`src/rtl/rv32_pipe_pkg.sv`:
```
// Shared ID/EX pipeline definitions: rb field layout, NOP encodings and
// hazard-controller state encoding.
package rv32_pipe_pkg;

    localparam int RB_W      = 19;
    localparam int S1_MSB    = 18;
    localparam int S1_LSB    = 14;
    localparam int S2_MSB    = 13;
    localparam int S2_LSB    = 9;
    localparam int D1_MSB    = 8;
    localparam int D1_LSB    = 4;
    localparam int LOAD_BIT  = 3;
    localparam int STORE_BIT = 2;
    localparam int SRC_MSB   = 1;
    localparam int SRC_LSB   = 0;

    typedef logic [RB_W-1:0] rb_t;
    typedef logic [4:0]      reg_idx_t;

    localparam rb_t         RB_NOP   = 19'd0;
    localparam logic [31:0] NOP_INSN = 32'h0000_0013;

    localparam logic [1:0] ST_RUN_ENC      = 2'd0;
    localparam logic [1:0] ST_BUBBLE_ENC   = 2'd1;
    localparam logic [1:0] ST_MEM_WAIT_ENC = 2'd2;
    localparam logic [1:0] ST_FLUSH_ENC    = 2'd3;

    typedef enum logic [1:0] {
        ST_RUN      = ST_RUN_ENC,
        ST_BUBBLE   = ST_BUBBLE_ENC,
        ST_MEM_WAIT = ST_MEM_WAIT_ENC,
        ST_FLUSH    = ST_FLUSH_ENC
    } hz_state_e;

    function automatic reg_idx_t rb_s1(input rb_t rb);
        return rb[S1_MSB:S1_LSB];
    endfunction

    function automatic reg_idx_t rb_s2(input rb_t rb);
        return rb[S2_MSB:S2_LSB];
    endfunction

    function automatic reg_idx_t rb_d1(input rb_t rb);
        return rb[D1_MSB:D1_LSB];
    endfunction

    // A slot produces a register result only with a nonzero destination and no store.
    function automatic logic rb_writes(input rb_t rb);
        return (rb_d1(rb) != 5'd0) && !rb[STORE_BIT];
    endfunction

endpackage

```
`src/rtl/rv32_rb_shadow.sv`:
```
// Two-slot shadow of the ID/EX queue register-bank stages; flags when a
// decode source register is the destination of a load still in flight.
module rv32_rb_shadow
    import rv32_pipe_pkg::*;
(
    input  logic clk,
    input  logic rst,
    input  rb_t  id_rb,
    input  logic flush,
    input  logic busy,
    output logic load_hit
);

    rb_t slot0;
    rb_t slot1;

    function automatic logic load_dest_is(input rb_t slot, input reg_idx_t src);
        return (src != 5'd0) && slot[LOAD_BIT] && rb_writes(slot) && (rb_d1(slot) == src);
    endfunction

    always_ff @(posedge clk) begin
        if (rst) begin
            slot0 <= RB_NOP;
            slot1 <= RB_NOP;
        end else begin
            if (flush) begin
                slot0 <= RB_NOP;
            end else if (!busy) begin
                slot0 <= id_rb;
            end
            // NOTE: non-blocking, so slot1 takes slot0's value from before this edge.
            slot1 <= slot0;
        end
    end

    assign load_hit = load_dest_is(slot0, rb_s1(id_rb)) || load_dest_is(slot0, rb_s2(id_rb))
                   || load_dest_is(slot1, rb_s1(id_rb)) || load_dest_is(slot1, rb_s2(id_rb));

endmodule

```
`src/rtl/rv32_hazard_ctrl.sv`:
```
// ID/EX queue control: load-use bubbles, memory-wait holds and redirect
// flush windows, plus a saturating stall-cycle counter.
module rv32_hazard_ctrl
    import rv32_pipe_pkg::*;
#(
    parameter int FLUSH_CYCLES = 2,
    parameter int CNT_W        = 32
)
(
    input  logic             clk,
    input  logic             rst,
    input  rb_t              id_rb,
    input  logic             id_valid,
    input  logic             ex_mem_wait,
    input  logic             ex_redirect,
    output logic             flush,
    output logic             busy,
    output logic             id_hold,
    output logic [CNT_W-1:0] stall_cnt
);

    localparam int FC_W = (FLUSH_CYCLES > 1) ? $clog2(FLUSH_CYCLES) : 1;
    localparam logic [FC_W-1:0] FLUSH_LOAD = FC_W'(FLUSH_CYCLES - 1);

    hz_state_e       state;
    hz_state_e       state_nx;
    logic [FC_W-1:0] flush_cnt;
    logic [FC_W-1:0] flush_cnt_nx;
    logic            load_hit;
    logic            load_use;

    rv32_rb_shadow u_shadow (
        .clk      (clk),
        .rst      (rst),
        .id_rb    (id_rb),
        .flush    (flush),
        .busy     (busy),
        .load_hit (load_hit)
    );

    assign load_use = id_valid && load_hit;

    // flush_cnt counts flush cycles still owed after the current one.
    always_comb begin
        // NOTE: every output gets a default first, so no path can infer a latch.
        flush        = 1'b0;
        busy         = 1'b0;
        id_hold      = 1'b0;
        state_nx     = ST_RUN;
        flush_cnt_nx = flush_cnt;
        if (rst) begin
            flush   = 1'b1;
            id_hold = 1'b1;
        end else if (ex_redirect) begin
            flush        = 1'b1;
            flush_cnt_nx = FLUSH_LOAD;
            state_nx     = (FLUSH_CYCLES > 1) ? ST_FLUSH : ST_RUN;
        end else if (state == ST_FLUSH) begin
            flush        = 1'b1;
            flush_cnt_nx = flush_cnt - FC_W'(1);
            state_nx     = (flush_cnt_nx != '0) ? ST_FLUSH : ST_RUN;
        end else if (ex_mem_wait) begin
            busy     = 1'b1;
            id_hold  = 1'b1;
            state_nx = ST_MEM_WAIT;
        end else if (load_use) begin
            flush    = 1'b1;
            id_hold  = 1'b1;
            state_nx = ST_BUBBLE;
        end
    end

    always_ff @(posedge clk) begin
        if (rst) begin
            state     <= ST_RUN;
            flush_cnt <= '0;
            stall_cnt <= '0;
        end else begin
            state     <= state_nx;
            flush_cnt <= flush_cnt_nx;
            if ((busy || id_hold) && (stall_cnt != '1)) begin
                stall_cnt <= stall_cnt + CNT_W'(1);
            end
        end
    end

endmodule

```
`config.mk`:
```
export PLATFORM = sky130hd
export DESIGN_NAME = rv32_hazard_ctrl
export DESIGN_NICKNAME = d
export VERILOG_FILES = /design/src/rtl/rv32_pipe_pkg.sv /design/src/rtl/rv32_rb_shadow.sv /design/src/rtl/rv32_hazard_ctrl.sv
export SDC_FILE = /design/constraint.sdc
export NUM_CORES = 1
export LEC_CHECK = 0
export ABC_AREA = 0
export BUFFER_PORTS_ARGS = -buffer_cell sky130_fd_sc_hd__clkbuf_2
export CAP_MARGIN = 20
export CORE_MARGIN = 10
export CORE_UTILIZATION = 43
export CTS_CLUSTER_DIAMETER = 30
export DETAILED_ROUTE_END_ITERATION = 8
export PLACE_DENSITY_LB_ADDON = 0.2
export SYNTH_ARGS = -nofsm -noshare
export SYNTH_HDL_FRONTEND = slang
export SYNTH_HIERARCHICAL = 1
export SYNTH_SLANG_ARGS = --single-unit
```
`constraint.sdc`:
```
create_clock -name clk -period 3.2 [get_ports clk]
set_input_delay 0.16 -clock clk [delete_from_list [all_inputs] [get_ports clk]]
set_output_delay 0.16 -clock clk [all_outputs]
set_load 0.01 [all_outputs]
```
Yosys cells after proc, flatten, opt, wreduce, memory -nomap -nowiden
Index checks and enable logic that the tools add are counted.
Widths: inputs -> output; s select.

storage, ports and cells
  register bits after elaboration = 53
  input port bits = 24
  word-level logic and storage cells = 61

operators by class
  add/sub/neg operators = 2
  equal/unequal tests = 6
  multiplexer cells = 20
  reduce and logical (&&, ||, !) cells = 28

operator list
  kind                   count
  $add 32x1->32 const B  1
  $ne 32x32->1 const B   1
  $eq 5x5->1             4
  $reduce_bool 5->1      4
  $logic_and 1x1->1      16
  $mux 1                 16
  $mux 2                 4
  $logic_or 1x1->1       4
  $eq 2x2->1 const B     1
  $logic_not 1->1        2
  $reduce_bool 2->1      1
  $reduce_or 2->1        1
  $sub 1x1->1 const B    1

Depth between registers and ports, before layout
Gate-level depths: netlist (run 1).

  word-level depth = 15
  depth in mapped cells = 12
  mapped depth without buffers = 11

By module
Netlist (run 1), hierarchy kept.

modules (own cells, without submodules)
  module            times used  cells an instance  area each (sq um)  sequential area each (sq um)
  rv32_hazard_ctrl  1           224                1848.0             700.7
  rv32_rb_shadow    1           78                 729.4              280.3

Worst setup path before layout (run 1)
OpenSTA, ideal clock, no wires.

  kind = register to register
  start point = reg u_shadow.slot0[8]
  end point = reg stall_cnt[14]
  arrival time = 2.324 ns
  required time = 3.130 ns
  setup slack = 0.806 ns
  cell stages (with the launch flop) = 12
  buffers on the path = 1
  period minus slack after synthesis = 2.394 ns
  path through = dfxtp_1 xnor2_1 nand3_1 nor4_1 a31oi_1 o21ai_1 nand2_1 a221o_1 a31o_2 buf_2 or4_1 a21oi_1

on the way
  longest elaborated chain between the ends = 15

RTL lines
  element                             RTL line                RTL
  from (decl)                         rv32_rb_shadow.sv:14    rb_t slot0;
  from (signal assigned)              rv32_rb_shadow.sv:29    slot0 <= id_rb;
  $reduce_bool 5->1                   rv32_pipe_pkg.sv:49     return (rb_d1(rb) != 5'd0) && !rb[STORE_BIT];
  $logic_and 1x1->1                   rv32_pipe_pkg.sv:49
  $logic_and 1x1->1 (2 in series)     rv32_rb_shadow.sv:18    return (src != 5'd0) && slot[LOAD_BIT] && rb_writes(slot) && (rb_d1(slot) == src);
  $logic_or 1x1->1 (*)                rv32_rb_shadow.sv:36    assign load_hit = load_dest_is(slot0, rb_s1(id_rb)) || load_dest_is(slot0, rb_s2(id_rb))
  $logic_or 1x1->1 (*) (2 in series)  rv32_rb_shadow.sv:37    || load_dest_is(slot1, rb_s1(id_rb)) || load_dest_is(slot1, rb_s2(id_rb));
  net load_hit                        rv32_hazard_ctrl.sv:29  logic load_hit;
  $logic_and 1x1->1 (*)               rv32_hazard_ctrl.sv:41  assign load_use = id_valid && load_hit;
  $mux 1 (*)                          rv32_hazard_ctrl.sv:66  end else if (load_use) begin
  $mux 1 (*)                          rv32_hazard_ctrl.sv:62  end else if (ex_mem_wait) begin
  $mux 1 (*)                          rv32_hazard_ctrl.sv:58  end else if (state == ST_FLUSH) begin
  $mux 1 (*)                          rv32_hazard_ctrl.sv:54  end else if (ex_redirect) begin
  $mux 1 (*)                          rv32_hazard_ctrl.sv:51  if (rst) begin
  $logic_or 1x1->1 (*)                rv32_hazard_ctrl.sv:81  if ((busy || id_hold) && (stall_cnt != '1)) begin
  $logic_and 1x1->1 (*)               rv32_hazard_ctrl.sv:81
  to (signal assigned)                rv32_hazard_ctrl.sv:82  stall_cnt <= stall_cnt + CNT_W'(1);
  to (decl)                           rv32_hazard_ctrl.sv:19  output logic [CNT_W-1:0] stall_cnt

The timed path passes the listed nets; every way through them passes the cells marked *.
A chain may end at the register's enable or synchronous reset.

Final worst setup path (run 1)
  start point = reg u_shadow.slot0[8]
  end point = reg stall_cnt[31]

Same word-level chain as after synthesis.

==> flow_metrics.tcl, run 1 <==
set metrics [dict create \
    outcome "complete, no violations" \
    drc_violations_left 0 \
    drt_iter0_markers 54 \
    post_drt_via_cell_ratio 5.53 \
    min_delay_worst_endpoint "u_shadow/slot0[3]$_SDFFE_PP0N_" \
    cts.path.max_buffers 2 \
    timing_worst_setup_path_type "reg -> reg" \
    async_reset_ff_frac 0 \
    worst_case_reg_to_reg_path_depth 11 \
    fin_tns_setup_ns 0 \
    rr_startpoint "u_shadow/slot0[8]$_SDFFE_PP0N_" \
    gp_congestion 0.821 \
    length_of_routed_wiring_on_met1_um 3130 \
    power_density_mw_per_mm2 394 \
    multi_input_area_sq_mm 0.00154 \
    via_count 2402 \
    cap_viol_max_count 0 \
    synth_area_per_cell_sq_um 8.53 \
    routed_wl_per_cell_um 15.3 \
    postRouteWirelength_um 6660 \
    antennaDiodeCount 0 \
    dp_hpwl_um 5110 \
    yosys_top_cell_area_share 0.381 \
    final_count_of_hold_timing_violations 0 \
    crit_path_start_kind "flop" \
    synth_compound_gate_area_share 0.170 \
    synth_cell_types 46 \
    cts_inserted_buffers 5 \
    design.die.area_sq_mm 0.00949 \
    critical_path.reg2reg.endpoint "stall_cnt[31]$_SDFFE_PP0P_" \
    seq_area_sq_um 981 \
    number_of_global_route_vias_before_repair 2339 \
    yosys.cell_count.top_type "sky130_fd_sc_hd__dfxtp_1" \
    grt_setup_unrepaired "no" \
    synth.ff_latch_count 49 \
    netlist_area_sq_mm 0.00258 \
    coreArea_sq_mm 0.00589 \
    cts_tree "done" \
    critical_path_buf_inv_count 1 \
    first_pass_grt_wire_length_um 11300 \
    area_growth_pct 18.0 \
    maxClockFrequency_ghz 0.358 \
    io-pin-count 59 \
    post-cts-setup-buffer-count 0 \
    timing.hold.worst.start "id_rb[3]" \
    worst_slew_pin_slew_ns 0.759 \
    postSynth.topFlopCell "sky130_fd_sc_hd__dfxtp_1" \
    reg2reg_slack_ns 0.41 \
    crit_path_end_kind "flop" \
    routed-wl-met2_um 3130 \
    crit_path_top_delay_cell "sky130_fd_sc_hd__or4_1" \
    finalCritPeriodShare 0.873 \
    cts.clk_slew.worst_paths_ns 0.10 \
    final_slew_viol_count 0 \
    worst_hold_path_type "in -> reg" \
    synth_area_leaders "sky130_fd_sc_hd__dfxtp_1 (38%), sky130_fd_sc_hd__a21oi_1 (5.0%), sky130_fd_sc_hd__xnor2_1 (4.4%)" \
    timing.slew.headroom 0.489 \
    internal_power_mw 0.914 \
    overall_track_demand_over_capacity_in_global_routing 0.140 \
    dominant_combinational_cell_family_by_area_after_synthesis "simple AND/OR/NAND/NOR gates" \
    syn-instance-count 302 \
    combinational_fraction_of_design_power 0.076 \
    fin_worst_skew_ns 0.00661 \
    grt_overflow_total 0 \
    nNetsFinal 383 \
    post-synth-top-area-cell "sky130_fd_sc_hd__dfxtp_1" \
    ys_seq_area_frac 0.381 \
    yosys_warnings 6 \
    switching_power_mw 0.283 \
    cp_max_fo 17 \
    adder_cell_area_share_of_the_yosys_netlist 0.00485 \
    grt_start_max_net_pins 34 \
    clkSinkCount 49 \
    final_cell_utilization_of_the_core 0.517 \
    leakagePower_nw 1.11 \
    met3WireLength_um 346 \
    max_stage_delay_on_crit_path_ns 0.52 \
    depth_of_the_cts_h_tree 2 \
    timing.critical_path.mode_cell "sky130_fd_sc_hd__a21oi_1" \
    largest_vdd_supply_drop_mv 0.191 \
    antenna_violations_before_repair 0 \
    power.share.switching 0.236 \
    share_clk_of_total_power 0.398 \
    synth_xor_xnor_area_share 0.0782 \
    worst_hold_path.num_cells 3 \
    topRoutingLayerUsed "met4" \
    hold_buffers 0 \
    clock-root-buffer "sky130_fd_sc_hd__clkbuf_8" \
    floorplan.die.height_um 97.4 \
    num-fill-cells 601 \
    synth.top_cells.by_count "sky130_fd_sc_hd__dfxtp_1 (49), sky130_fd_sc_hd__a21oi_1 (26), sky130_fd_sc_hd__nor2_1 (24)" \
    ctsResizeCount 0 \
    synth-edff-count 0 \
    port-buffer-count 56 \
    total_nets_after_synthesis 327 \
    dr.pass1.iters 4 \
    floorplan.die.width_um 97.4 \
    cp_cell_sequence "xnor2_1 > nand3_1 > nor4_1 > a31oi_1 > o21ai_1 > a21oi_1 > o21a_1 > inv_1 > o311ai_4 > or4_1 > a21oi_1" \
    finalWorstPathRequiredPeriod_ns 2.79 \
    clkLatencyLatePin_ns 0.31 \
    worst-endpoint-required_ns 3.44 \
    ant_nets 0 \
    std_cell_rows 28 \
    layout-drive-gt1-share 0.228 \
    crit_arrival_ns 3.04 \
    power.share.sequential 0.527 \
    synthMuxAreaShare 0.0354 \
    report.final.setup_viol 0 \
    starting_density_of_the_core 0.438 \
    timing.critical_path.max_delay_family "compound AO/OA/AOI/OAI gates" \
    simple_gate_portion_of_the_synthesized_area 0.308 \
]
metal layers:
| metal | GRT usage | up-vias |
|---|---|---|
| li1 | - | 1231 |
| met3 | 0.0434 | 4 |
| met2 | 0.229 | 53 |
| met1 | 0.169 | 1114 |
| met5 | 0 | - |
| met4 | 0.0470 | 0 |
sequential cells by signal (all words and copies together) (netlist names):
| register | cells |
|---|---|
| u_shadow/slot0 | 7 |
| stall_cnt | 32 |
| state | 2 |
| flush_cnt | 1 |
| u_shadow/slot1 | 7 |
cell usage in the layout (no fill, tap or decap), types with 9 or more instances in the layout:
cell                       synthesis  layout
sky130_fd_sc_hd__nand3_1          12      12
sky130_fd_sc_hd__nand4_1           9       9
sky130_fd_sc_hd__xor2_1           10      10
sky130_fd_sc_hd__xnor2_1          13      13
sky130_fd_sc_hd__nand2_1          22      22
sky130_fd_sc_hd__dfxtp_1          49      49
sky130_fd_sc_hd__nor2_1           24      24
sky130_fd_sc_hd__a21oi_1          26      26
sky130_fd_sc_hd__clkbuf_2          0      56
sky130_fd_sc_hd__nor2b_1           9       9
sky130_fd_sc_hd__or3_1            18      18
sky130_fd_sc_hd__nor4_1            9       9
sky130_fd_sc_hd__o21ai_0          19      19
worst reg2reg max path: stages (launching register included):
cell and delay [ns]:
sky130_fd_sc_hd__dfxtp_1 0.45, sky130_fd_sc_hd__xnor2_1 0.15, sky130_fd_sc_hd__nand3_1 0.09, sky130_fd_sc_hd__nor4_1 0.26, sky130_fd_sc_hd__a31oi_1 0.07, sky130_fd_sc_hd__o21ai_1 0.21
sky130_fd_sc_hd__a21oi_1 0.12, sky130_fd_sc_hd__o21a_1 0.26, sky130_fd_sc_hd__inv_1 0.22, sky130_fd_sc_hd__o311ai_4 0.25, sky130_fd_sc_hd__or4_1 0.52, sky130_fd_sc_hd__a21oi_1 0.14
logic make-up after synthesis:
family          count (synthesis)
simple gates                  137
compound gates                 70
flops                          49
xor+xnor                       23
buf+inv                        13
mux                             9
fa+ha+maj                       1
power groups by stage:
stage | sequential, mW | clock, mW | combinational (mW)
global route | 0.632 | 0.510 | 0.103
floorplan | 0.643 | 0 | 0.0524
detailed placement | 0.644 | 0 | 0.0908
finish | 0.630 | 0.476 | 0.0905
global placement | 0.644 | 0 | 0.0889
CTS | 0.630 | 0.487 | 0.0915
final cells by class:
type / instances / share of cell area
clock buffers: 6 / 0.0272
flip-flops and latches: 49 / 0.323
repair buffers: 57 / 0.0947
well taps: 75 / 0.0309
inverters: 5 / 0.00617
multi-input cells: 240 / 0.506
clock inverters: 2 / 0.0123
stage by stage:
stage               setup WS [ns]  cell area (sq um)  power, mW  cells  hold slack [ns]
floorplan                   0.806               2580      0.695    302            0.232
global placement            0.491               2920      0.733    426            0.392
detailed placement          0.421               2920      0.735    426            0.403
CTS                         0.398               3040       1.21    434           0.0765
global route               0.0592               3040       1.24    434           0.0945
finish                      0.407               3040       1.20    434           0.0822
how the worst max path moves through the flow:
| stage | from | to | slack, ns | depth (start not counted) |
|---|---|---|---|---|
| after floorplan | u_shadow/slot0[8]$_SDFFE_PP0N_ | stall_cnt[14]$_SDFFE_PP0P_ | 0.81 | 11 |
| after global placement | u_shadow/slot0[5]$_SDFFE_PP0N_ | stall_cnt[31]$_SDFFE_PP0P_ | 0.49 | 11 |
| after detailed placement | u_shadow/slot0[8]$_SDFFE_PP0N_ | stall_cnt[31]$_SDFFE_PP0P_ | 0.42 | 11 |
| after CTS | u_shadow/slot0[8]$_SDFFE_PP0N_ | stall_cnt[31]$_SDFFE_PP0P_ | 0.40 | 11 |
| after global routing | u_shadow/slot0[8]$_SDFFE_PP0N_ | stall_cnt[31]$_SDFFE_PP0P_ | 0.06 | 11 |
| final | u_shadow/slot0[8]$_SDFFE_PP0N_ | stall_cnt[31]$_SDFFE_PP0P_ | 0.41 | 11 |
Note: power is estimated with default switching activity, not from simulation.
==> run 2: changes to the inputs <==
CORE_MARGIN = not set   (was 10)
CORE_UTILIZATION = 54   (was 43)
SLEW_MARGIN = 30   (was not set)
==> run 2 against run 1 <==
- the run now ends with DRC left
- clock skew increased by 0.0032 ns
- global-route usage increased by 10 points
- worst setup slack improved by 0.00088 ns
- hold slack improved by 0.017 ns
- core utilization increased by 15 points
- die area decreased by 47%
- power decreased by 9.0%
- via count increased by 1.7%
- critical endpoint unchanged
- highest routed layer unchanged
==> flow_metrics.tcl, run 2 (same netlist as run 1, synthesis figures left out) <==
set metrics [dict create \
    outcome "finished with violations" \
    failed_checks "DRC" \
    drt_iter0_markers 164 \
    final.hold.worst_slack_ns 0.0995 \
    setup_slack_ns 0.408 \
    worst-endpoint-required_ns 3.44 \
    most-common-layout-cells "sky130_fd_sc_hd__clkbuf_2 (56), sky130_fd_sc_hd__dfxtp_1 (49), sky130_fd_sc_hd__a21oi_1 (26)" \
    ant_nets 0 \
    routed_wl_per_cell_um 14.2 \
    maxClockFrequency_ghz 0.358 \
    starting_density_of_the_core 0.576 \
    grt_overflow_total 0 \
    max_stage_delay_on_crit_path_ns 0.52 \
    grt_start_max_net_pins 34 \
    crit_path_start_kind "flop" \
    largest_register_ff_count 32 \
    crit_path_top_delay_cell "sky130_fd_sc_hd__or4_1" \
    post-cts-setup-buffer-count 0 \
    cts_inserted_buffers 5 \
    drc_violations_left 3 \
    grt_setup_unrepaired "no" \
    final_cell_utilization_of_the_core 0.666 \
    top_register "stall_cnt" \
    gp_congestion 0.905 \
    cts.clk_slew.worst_paths_ns 0.09 \
    finalCritPeriodShare 0.873 \
    largest_vdd_supply_drop_mv 0.201 \
    report.final.setup_viol 0 \
    cp_max_fo 17 \
    std_cell_rows 24 \
    worst_slew_pin_slew_ns 0.701 \
    fin_worst_skew_ns 0.00985 \
    dpl_worst_slack_ns 0.409 \
    coreArea_sq_mm 0.00447 \
    design.die.area_sq_mm 0.00505 \
    nNetsFinal 383 \
    antennaDiodeCount 0 \
    crit_path_end_kind "flop" \
    worst_hold_path_type "in -> reg" \
    floorplan.die.width_um 71.1 \
    instances_no_fill 410 \
    placed_cells_incl_taps 403 \
    power_density_mw_per_mm2 366 \
    depth_of_the_cts_h_tree 2 \
    post_drt_via_cell_ratio 5.96 \
    layout-drive-gt1-share 0.223 \
    final_slew_viol_count 0 \
    cp_cell_sequence "xnor2_1 > nand3_1 > nor4_1 > a31oi_1 > o21ai_1 > a21oi_1 > o21a_1 > inv_1 > o311ai_4 > or4_1 > a21oi_1" \
    port-buffer-count 56 \
    dr.pass1.iters 9 \
    via_count 2442 \
    dp_hpwl_um 4290 \
    number_of_global_route_vias_before_repair 2140 \
    io-pin-count 59 \
    leakagePower_nw 1.10 \
    timing.slew.headroom 0.529 \
    area_growth_pct 15.5 \
    crit_arrival_ns 3.03 \
    floorplan.die.height_um 71.1 \
    clkSinkCount 49 \
    timing_worst_setup_path_type "reg -> reg" \
    cts_tree "done" \
    antenna_violations_before_repair 0 \
    mostFrequentLayoutCell "sky130_fd_sc_hd__clkbuf_2" \
    top_registers "stall_cnt: 32 flops, u_shadow/slot0: 7 flops, u_shadow/slot1: 7 flops" \
    num-fill-cells 382 \
    overall_track_demand_over_capacity_in_global_routing 0.245 \
    finalWorstPathRequiredPeriod_ns 2.79 \
    timing.critical_path.mode_cell "sky130_fd_sc_hd__a21oi_1" \
    first_pass_grt_wire_length_um 9810 \
    fin_tns_setup_ns 0 \
    clkLatencyLatePin_ns 0.30 \
    cts.path.max_buffers 2 \
    final_count_of_hold_timing_violations 0 \
    clock-root-buffer "sky130_fd_sc_hd__clkbuf_8" \
    hold_buffers 0 \
    ctsResizeCount 0 \
    cap_viol_max_count 0 \
    postRouteWirelength_um 5840 \
]
-- run 2: cell types whose count changed in the layout (fill, tap and decap cells not counted), sizes merged --
cell / before / now
clkinvlp: 1 / 0
clkbuf: 62 / 63
bufinv: 1 / 0
-- run 2: path summary, 6_finish.rpt --
| check | to | start | depth (start not counted) | slack (ns) |
|---|---|---|---|---|
| worst max-delay path | stall_cnt[31]$_SDFFE_PP0P_ | u_shadow/slot0[8]$_SDFFE_PP0N_ | 11 | 0.41 |
| worst min-delay path | u_shadow/slot0[2]$_SDFFE_PP0N_ | id_rb[2] | 3 | 0.1 |
| worst max register to register | stall_cnt[31]$_SDFFE_PP0P_ | u_shadow/slot0[8]$_SDFFE_PP0N_ | 11 | 0.41 |
| worst min register to register | u_shadow/slot1[3]$_SDFF_PP0_ | u_shadow/slot0[3]$_SDFFE_PP0N_ | 1 | 0.50 |
-- run 2: layout make-up --
type	instances	area, sq um	area share
flip-flops and latches	49	981	0.329
repair buffers	57	288	0.0966
well taps	52	65.1	0.0218
inverters	5	18.8	0.00630
clock buffers	7	86.3	0.0290
multi-input cells	240	1540	0.517
-- run 2: routing by layer --
metal | up-vias | global-route usage | share of wire | wire length, um
met3 | 7 | 0.0385 | 0.047 | 275
met4 | 0 | 0.0756 | 0.012 | 70
met2 | 70 | 0.393 | 0.45 | 2620
met1 | 1134 | 0.339 | 0.49 | 2880
met5 | - | 0 | 0 | 0
li1 | 1231 | - | - | -
-- run 2: worst max-delay path: cells and delay by family, from the launching register on --
family | cells | cell delay, ns
AOI/OAI and AO/OA | 6 | 1.06
xor gates and xnor gates | 1 | 0.14
buffers and inverters | 1 | 0.22
DFF | 1 | 0.43
and+or+nand+nor | 3 | 0.88
-- run 2: power breakdown --
group          leakage [nW]  switching (mW)  internal [mW]  total [mW]
clock network        0.0443           0.199          0.172       0.371
registers             0.397          0.0107          0.619       0.630
logic                 0.658          0.0490         0.0398      0.0889
total                  1.10           0.259          0.831        1.09
-- run 2: metrics by stage --
step           power [mW]  instance area (sq um)
2_1_floorplan       0.695                   2580
3_3_place_gp        0.730                   2890
3_5_place_dp        0.733                   2890
4_1_cts              1.10                   2980
5_1_grt              1.13                   2980
6_report             1.09                   2980
